$ cat src/rtl/gpu_cmd_parser_if.sv
// Byte-stream command channel into the GPU command parser.
// The master drives bytes with a valid flag, and the parser answers with ready.
interface gpu_cmd_parser_if;
    logic [7:0] in_data;
    logic       in_valid;
    logic       in_ready;

    modport master (output in_data, output in_valid, input  in_ready);
    modport slave  (input  in_data, input  in_valid, output in_ready);
endinterface

$ cat src/rtl/gpu_cmd_parser.sv
// Parses 7-byte rectangle-fill packets, range-checks them and issues a single fill request.
// It then stays busy for exactly as long as the fill engine needs to finish.
module gpu_cmd_parser #(
    parameter int TIMEOUT_CYCLES = 1000000,
    parameter int X_MAX          = 319,
    parameter int Y_MAX          = 199
) (
    input  logic             clk,
    input  logic             reset,
    gpu_cmd_parser_if.slave  cmd,
    output logic [8:0]       X1,
    output logic [8:0]       X2,
    output logic [7:0]       Y1,
    output logic [7:0]       Y2,
    output logic             fill_value,
    output logic             start_fill,
    output logic             busy,
    output logic             error,
    input  logic             clear_error
);

    typedef enum logic [2:0] {IDLE, RECV, CHECK, ISSUE, WAIT} state_t;

    localparam int             TW     = (TIMEOUT_CYCLES > 1) ? $clog2(TIMEOUT_CYCLES + 1) : 1;
    localparam logic [TW-1:0]  TLAST  = TW'(TIMEOUT_CYCLES - 1);
    localparam logic [8:0]     XMAXC  = 9'(X_MAX);
    localparam logic [7:0]     YMAXC  = 8'(Y_MAX);

    state_t         state_q, state_d;
    logic [2:0]     idx_q, idx_d;
    logic [TW-1:0]  idle_q, idle_d;
    logic [8:0]     x1_q, x1_d, x2_q, x2_d;
    logic [7:0]     y1_q, y1_d, y2_q, y2_d;
    logic           fv_q, fv_d;
    logic           err_q, err_d;
    logic [8:0]     col_q, col_d;
    logic [7:0]     row_q, row_d;
    logic [1:0]     extra_q, extra_d;
    logic           ready;
    logic           accept;
    logic           err_set;

    assign ready  = (state_q == IDLE) || (state_q == RECV);
    assign accept = cmd.in_valid && ready;

    always_ff @(posedge clk or posedge reset) begin
        if (reset) begin
            state_q <= IDLE;
            idx_q   <= '0;
            idle_q  <= '0;
            x1_q    <= '0;
            x2_q    <= '0;
            y1_q    <= '0;
            y2_q    <= '0;
            fv_q    <= 1'b0;
            err_q   <= 1'b0;
            col_q   <= '0;
            row_q   <= '0;
            extra_q <= '0;
        end else begin
            state_q <= state_d;
            idx_q   <= idx_d;
            idle_q  <= idle_d;
            x1_q    <= x1_d;
            x2_q    <= x2_d;
            y1_q    <= y1_d;
            y2_q    <= y2_d;
            fv_q    <= fv_d;
            err_q   <= err_d;
            col_q   <= col_d;
            row_q   <= row_d;
            extra_q <= extra_d;
        end
    end

    always_comb begin
        state_d = state_q;
        idx_d   = idx_q;
        idle_d  = idle_q;
        x1_d    = x1_q;
        x2_d    = x2_q;
        y1_d    = y1_q;
        y2_d    = y2_q;
        fv_d    = fv_q;
        col_d   = col_q;
        row_d   = row_q;
        extra_d = extra_q;
        err_set = 1'b0;

        case (state_q)
            IDLE: begin
                idle_d = '0;
                if (accept) begin
                    if (cmd.in_data[7:1] == 7'h28) begin
                        fv_d    = cmd.in_data[0];
                        idx_d   = 3'd1;
                        state_d = RECV;
                    end else begin
                        err_set = 1'b1;
                    end
                end
            end
            RECV: begin
                // An accepted byte always beats the timeout, even on the expiring cycle
                if (accept) begin
                    idle_d = '0;
                    case (idx_q)
                        3'd1:    x1_d[8]   = cmd.in_data[0];
                        3'd2:    x1_d[7:0] = cmd.in_data;
                        3'd3:    y1_d      = cmd.in_data;
                        3'd4:    x2_d[8]   = cmd.in_data[0];
                        3'd5:    x2_d[7:0] = cmd.in_data;
                        default: y2_d      = cmd.in_data;
                    endcase
                    if (idx_q == 3'd6) begin
                        state_d = CHECK;
                    end else begin
                        idx_d = idx_q + 3'd1;
                    end
                end else if (idle_q == TLAST) begin
                    idle_d  = '0;
                    err_set = 1'b1;
                    state_d = IDLE;
                end else begin
                    idle_d = idle_q + 1'b1;
                end
            end
            CHECK: begin
                if ((x1_q <= x2_q) && (y1_q <= y2_q) && (x2_q <= XMAXC) && (y2_q <= YMAXC)) begin
                    state_d = ISSUE;
                end else begin
                    err_set = 1'b1;
                    state_d = IDLE;
                end
            end
            ISSUE: begin
                col_d   = x2_q - x1_q;
                row_d   = y2_q - y1_q;
                extra_d = 2'd2;
                state_d = WAIT;
            end
            WAIT: begin
                // W*H-1 column/row steps, 2 extra steps, then one terminal cycle
                if (col_q != 9'd0) begin
                    col_d = col_q - 9'd1;
                end else if (row_q != 8'd0) begin
                    row_d = row_q - 8'd1;
                    col_d = x2_q - x1_q;
                end else if (extra_q != 2'd0) begin
                    extra_d = extra_q - 2'd1;
                end else begin
                    state_d = IDLE;
                end
            end
            default: state_d = IDLE;
        endcase

        err_d = err_set || (err_q && !clear_error);
    end

    assign cmd.in_ready = ready;
    assign start_fill   = (state_q == ISSUE);
    assign busy         = (state_q == CHECK) || (state_q == ISSUE) || (state_q == WAIT);
    assign error        = err_q;
    assign X1           = x1_q;
    assign X2           = x2_q;
    assign Y1           = y1_q;
    assign Y2           = y2_q;
    assign fill_value   = fv_q;

endmodule

$ cat src/flat_wrapper.sv
// flat-port wrapper written by rule: the top's interface ports become plain ports
module gpu_cmd_parser_flat 
#(
    parameter int TIMEOUT_CYCLES = 1000000,
    parameter int X_MAX          = 319,
    parameter int Y_MAX          = 199
)
  (clk, reset, X1, X2, Y1, Y2, fill_value, start_fill, busy, error, clear_error, cmd_in_data, cmd_in_valid, cmd_in_ready);
  gpu_cmd_parser_if cmd_i ();
  input  logic clk;
  input  logic reset;
  output logic [8:0] X1;
  output logic [8:0] X2;
  output logic [7:0] Y1;
  output logic [7:0] Y2;
  output logic fill_value;
  output logic start_fill;
  output logic busy;
  output logic error;
  input  logic clear_error;
  input wire logic [$bits(cmd_i.in_data)-1:0] cmd_in_data;
  input wire logic [$bits(cmd_i.in_valid)-1:0] cmd_in_valid;
  output wire logic [$bits(cmd_i.in_ready)-1:0] cmd_in_ready;
  assign cmd_i.in_data = cmd_in_data;
  assign cmd_i.in_valid = cmd_in_valid;
  assign cmd_in_ready = cmd_i.in_ready;
  gpu_cmd_parser #(.TIMEOUT_CYCLES(TIMEOUT_CYCLES), .X_MAX(X_MAX), .Y_MAX(Y_MAX)) u_core (.clk(clk), .reset(reset), .cmd(cmd_i), .X1(X1), .X2(X2), .Y1(Y1), .Y2(Y2), .fill_value(fill_value), .start_fill(start_fill), .busy(busy), .error(error), .clear_error(clear_error));
endmodule
$ cat config.mk
export PLATFORM = sky130hd
export DESIGN_NAME = gpu_cmd_parser_flat
export DESIGN_NICKNAME = d
export VERILOG_FILES = /design/src/rtl/gpu_cmd_parser_if.sv /design/src/rtl/gpu_cmd_parser.sv /design/src/flat_wrapper.sv
export SDC_FILE = /design/constraint.sdc
export NUM_CORES = 1
export LEC_CHECK = 0
export CAP_MARGIN = 20
export CORE_MARGIN = 2
export CORE_UTILIZATION = 25
export DETAILED_ROUTE_END_ITERATION = 10
export GPL_TIMING_DRIVEN = 0
export PLACE_DENSITY = 0.47
export SLEW_MARGIN = 20
export SYNTH_ARGS = -nofsm -noshare
export SYNTH_HDL_FRONTEND = slang
export SYNTH_SLANG_ARGS = --single-unit
export TNS_END_PERCENT = 5
$ cat constraint.sdc
create_clock -name clk -period 4.12 [get_ports clk]
set_clock_uncertainty 0.2 [all_clocks]
set_input_delay 0.824 -clock clk [delete_from_list [all_inputs] [get_ports clk]]
set_output_delay 0.824 -clock clk [all_outputs]
set_load 0.03 [all_outputs]
==> run summary <==
status = complete, no violations
TritonCTS clock tree = built
FFs w/ async S/R, synth = 1.00
Setup Slack @ Placement = 643 ps
total negative setup slack = 0 ps
peak supply drop = 0.360 mV
worst r2r dst = u_core.col_q[3]$_DFFE_PP0P_
CP endpoint kind = output pin
Crit path largest cell delay = 740 ps
Critical Path AT = 2620 ps
Register-to-Register Path Depth = 8
htree depth = 3
r2r setup slk = 1290 ps
Post-Syn Instances = 521
Worst EP required = 3100 ps
routed wire length = 13.5 mm
cts bufs inserted = 9
nets = 622
DR iter-0 viols = 175
pwr/cell area = 776 nW/um^2
R2R Path Start = u_core.col_q[0]$_DFFE_PP0P_
Initial Utilization = 0.254
Worst setup SP type = flip-flop
PnR Total Power = 4730 uW
Die Width = 145 um
Die H = 145 um
DR vias/cell = 4.85
Clock Path Buffers = 2
final setup violating endpoints = 0
setup bufs post-CTS = 0
number of global-route vias before repair = 4051
EDFF count, synth = 0
Remaining DRCs = 0
share of layout cells above drive strength 1 = 0.128
Least-Margin Pin Slew = 913 ps
Post-CTS Resized = 0
period utilization = 0.884
relative slew slack = 0.390
final core occ = 0.313
leading cell type in the layout, fill and taps excluded = dfrtp_1
flops & latches, synth = 81
post-route minimum period = 3640 ps
f_max = 275 MHz
grt ovf = 0
Routed WL per cell = 15.9 um
sequential-to-total area share from yosys stat = 0.410
Skew-Pair Late Insertion Delay = 340 ps
crit-path cells = buf_2, or3b_1, buf_2, clkbuf_1, o21ai_0, clkdlybuf4s50_1
RSZ-0062 raised after global routing = false
CTS sink cnt = 81
number of buffers inserted by port buffering = 49
cts hold-fix bufs = 0
GPL Wtd Cong = 0.825
ys flop type = dfrtp_1
max-cap viol count = 0
clock root buffer = clkbuf_16
CP max stage cell = clkdlybuf4s50_1
hold depth = 1
hold_sp = u_core.extra_q[0]$_DFFE_PP0P_
fillers = 2002
crit path kind = flip-flop to output pin
post-synth cell types = 73
IO Pins = 51
worst hold slack = 296 ps
Final Max Tran Viols = 0
Core Region = 19500 sq um
antenna viol nets, final = 0
final hold vios = 0
First-pass DRT Iterations = 6
Synth-to-Final Area Change = 23.3%
cell area after synthesis = 4950 sq um
Hold Path Class = flip-flop to flip-flop
Die Area = 20900 sq um
Yosys warnings = 0
initial antenna violation count = 0
hold worst-path end = u_core.extra_q[0]$_DFFE_PP0P_
cell mode on critical path = buf_2
hpwl dp = 10.1 mm
Via Count = 4136
Crit Path Max Fanout = 10
pin count of the biggest net entering global routing = 45
ANT cells = 0
Worst-path clk slew = 60 ps
Site Rows = 51
Mapped Nets = 561
global-route wire length before repair = 21.7 mm
P_leak = 0.00260 uW
GR Util All Layers = 0.134
commonest cells after routing, fill and taps aside = 81 x dfrtp_1, 49 x clkdlybuf4s50_1, 44 x nand2_1, 41 x o21ai_0, 39 x inv_1
Syn Area/Cell = 9.50 sq um
Final WS setup = 478 ps
-- worst max-delay path, delay by kind of cell, from the launching register on --
kind	cells	cell delay (ps)
compound gates	1	210
simple gates	1	370
buf+inv	4	1360
flops	1	350
-- Yosys cell counts (all sizes together), types with 2 or more instances --
cell,number,share of area
a211oi,6,0.0091
a21boi,2,0.0030
a21oi,28,0.029
a221o,2,0.0040
a22o,2,0.0035
a22oi,2,0.0030
a311oi,3,0.0053
a31o,2,0.0035
a31oi,6,0.0089
and2,2,0.0025
and3,3,0.0038
and4,3,0.0053
buf,7,0.0083
clkbuf,11,0.0083
dfrtp,81,0.41
fa,2,0.0081
ha,26,0.066
inv,40,0.030
mux2,33,0.075
mux2i,4,0.0081
nand2,44,0.033
nand2b,12,0.015
nand3,19,0.019
nand3b,5,0.0076
nand4,5,0.0063
nor2,27,0.022
nor2b,5,0.0063
nor3,19,0.019
nor3b,3,0.0056
nor4,6,0.0076
nor4bb,2,0.0040
o211ai,2,0.0030
o21a,4,0.0061
o21ai,49,0.053
o21bai,3,0.0046
o221ai,2,0.0035
o22ai,2,0.0025
o31ai,9,0.015
o41ai,3,0.0091
or2,6,0.0076
or3b,3,0.0053
xnor2,4,0.0071
xor2,5,0.0089
-- stage by stage --
| step | cells | cell area [sq um] |
|---|---|---|
| after floorplan | 521 | 4950 |
| after global placement | 835 | 5770 |
| after detailed placement | 836 | 5800 |
| after CTS | 852 | 6100 |
| after global routing | 852 | 6100 |
| final | 852 | 6100 |
-- worst max-delay path by stage --
stage / start / end / slack [ps] / cells past startpoint
6_report: u_core.state_q[1]$_DFFE_PP0P_ / busy / 480 / 6
5_1_grt: u_core.state_q[1]$_DFFE_PP0P_ / busy / 310 / 6
4_1_cts: u_core.state_q[1]$_DFFE_PP0P_ / busy / 450 / 6
3_5_place_dp: cmd_in_data[2] / u_core.fill_value$_DFFE_PP0P_ / 640 / 5
3_3_place_gp: reset / u_core.idle_q[14]$_DFFE_PP0N_ / -490 / 2
2_1_floorplan: reset / u_core.X1[0]$_DFFE_PP0P_ / 1020 / 1
-- layer usage --
layer  track usage  part of all wire  wire, um
met5             0                 0         0
met4        0.0445             0.014       187
met3        0.0128             0.015       200
met2         0.222              0.47      6430
met1         0.185              0.50      6730
-- report_power, final --
part,switching [uW],total (uW),internal [uW]
registers,230,1230,999
logic,1530,2680,1160
clock network,331,819,488
total,2090,4730,2640
-- kinds of logic after synthesis --
kind of cell	after synthesis	synth area share
and+or+nand+nor	168	0.181
DFF	81	0.410
muxes	37	0.0832
adders and majority gates	28	0.0738
buffers and inverters	58	0.0470
xor gates and xnor gates	9	0.0159
AOI/OAI and AO/OA	140	0.189
-- sequential cells by signal, summed over array words and instances (netlist names) --
| signal | count |
|---|---|
| u_core.X1 | 9 |
| u_core.X2 | 9 |
| u_core.Y1 | 8 |
| u_core.Y2 | 8 |
| u_core.col_q | 9 |
| u_core.error | 1 |
| u_core.extra_q | 2 |
| u_core.fill_value | 1 |
| u_core.idle_q | 20 |
| u_core.idx_q | 3 |
| u_core.row_q | 8 |
| u_core.state_q | 3 |
-- cell type report --
type	instances	area (sq um)	area share
buffer	18	82.6	0.0135
clock inverter	4	52.6	0.00862
multi-input combinational	382	2690	0.441
sequential	81	2030	0.332
clock buffer	12	246	0.0404
timing repair buffer	50	518	0.0849
tap	265	332	0.0544
inverter	40	153	0.0250
Note: power is estimated with default switching activity, not from simulation.
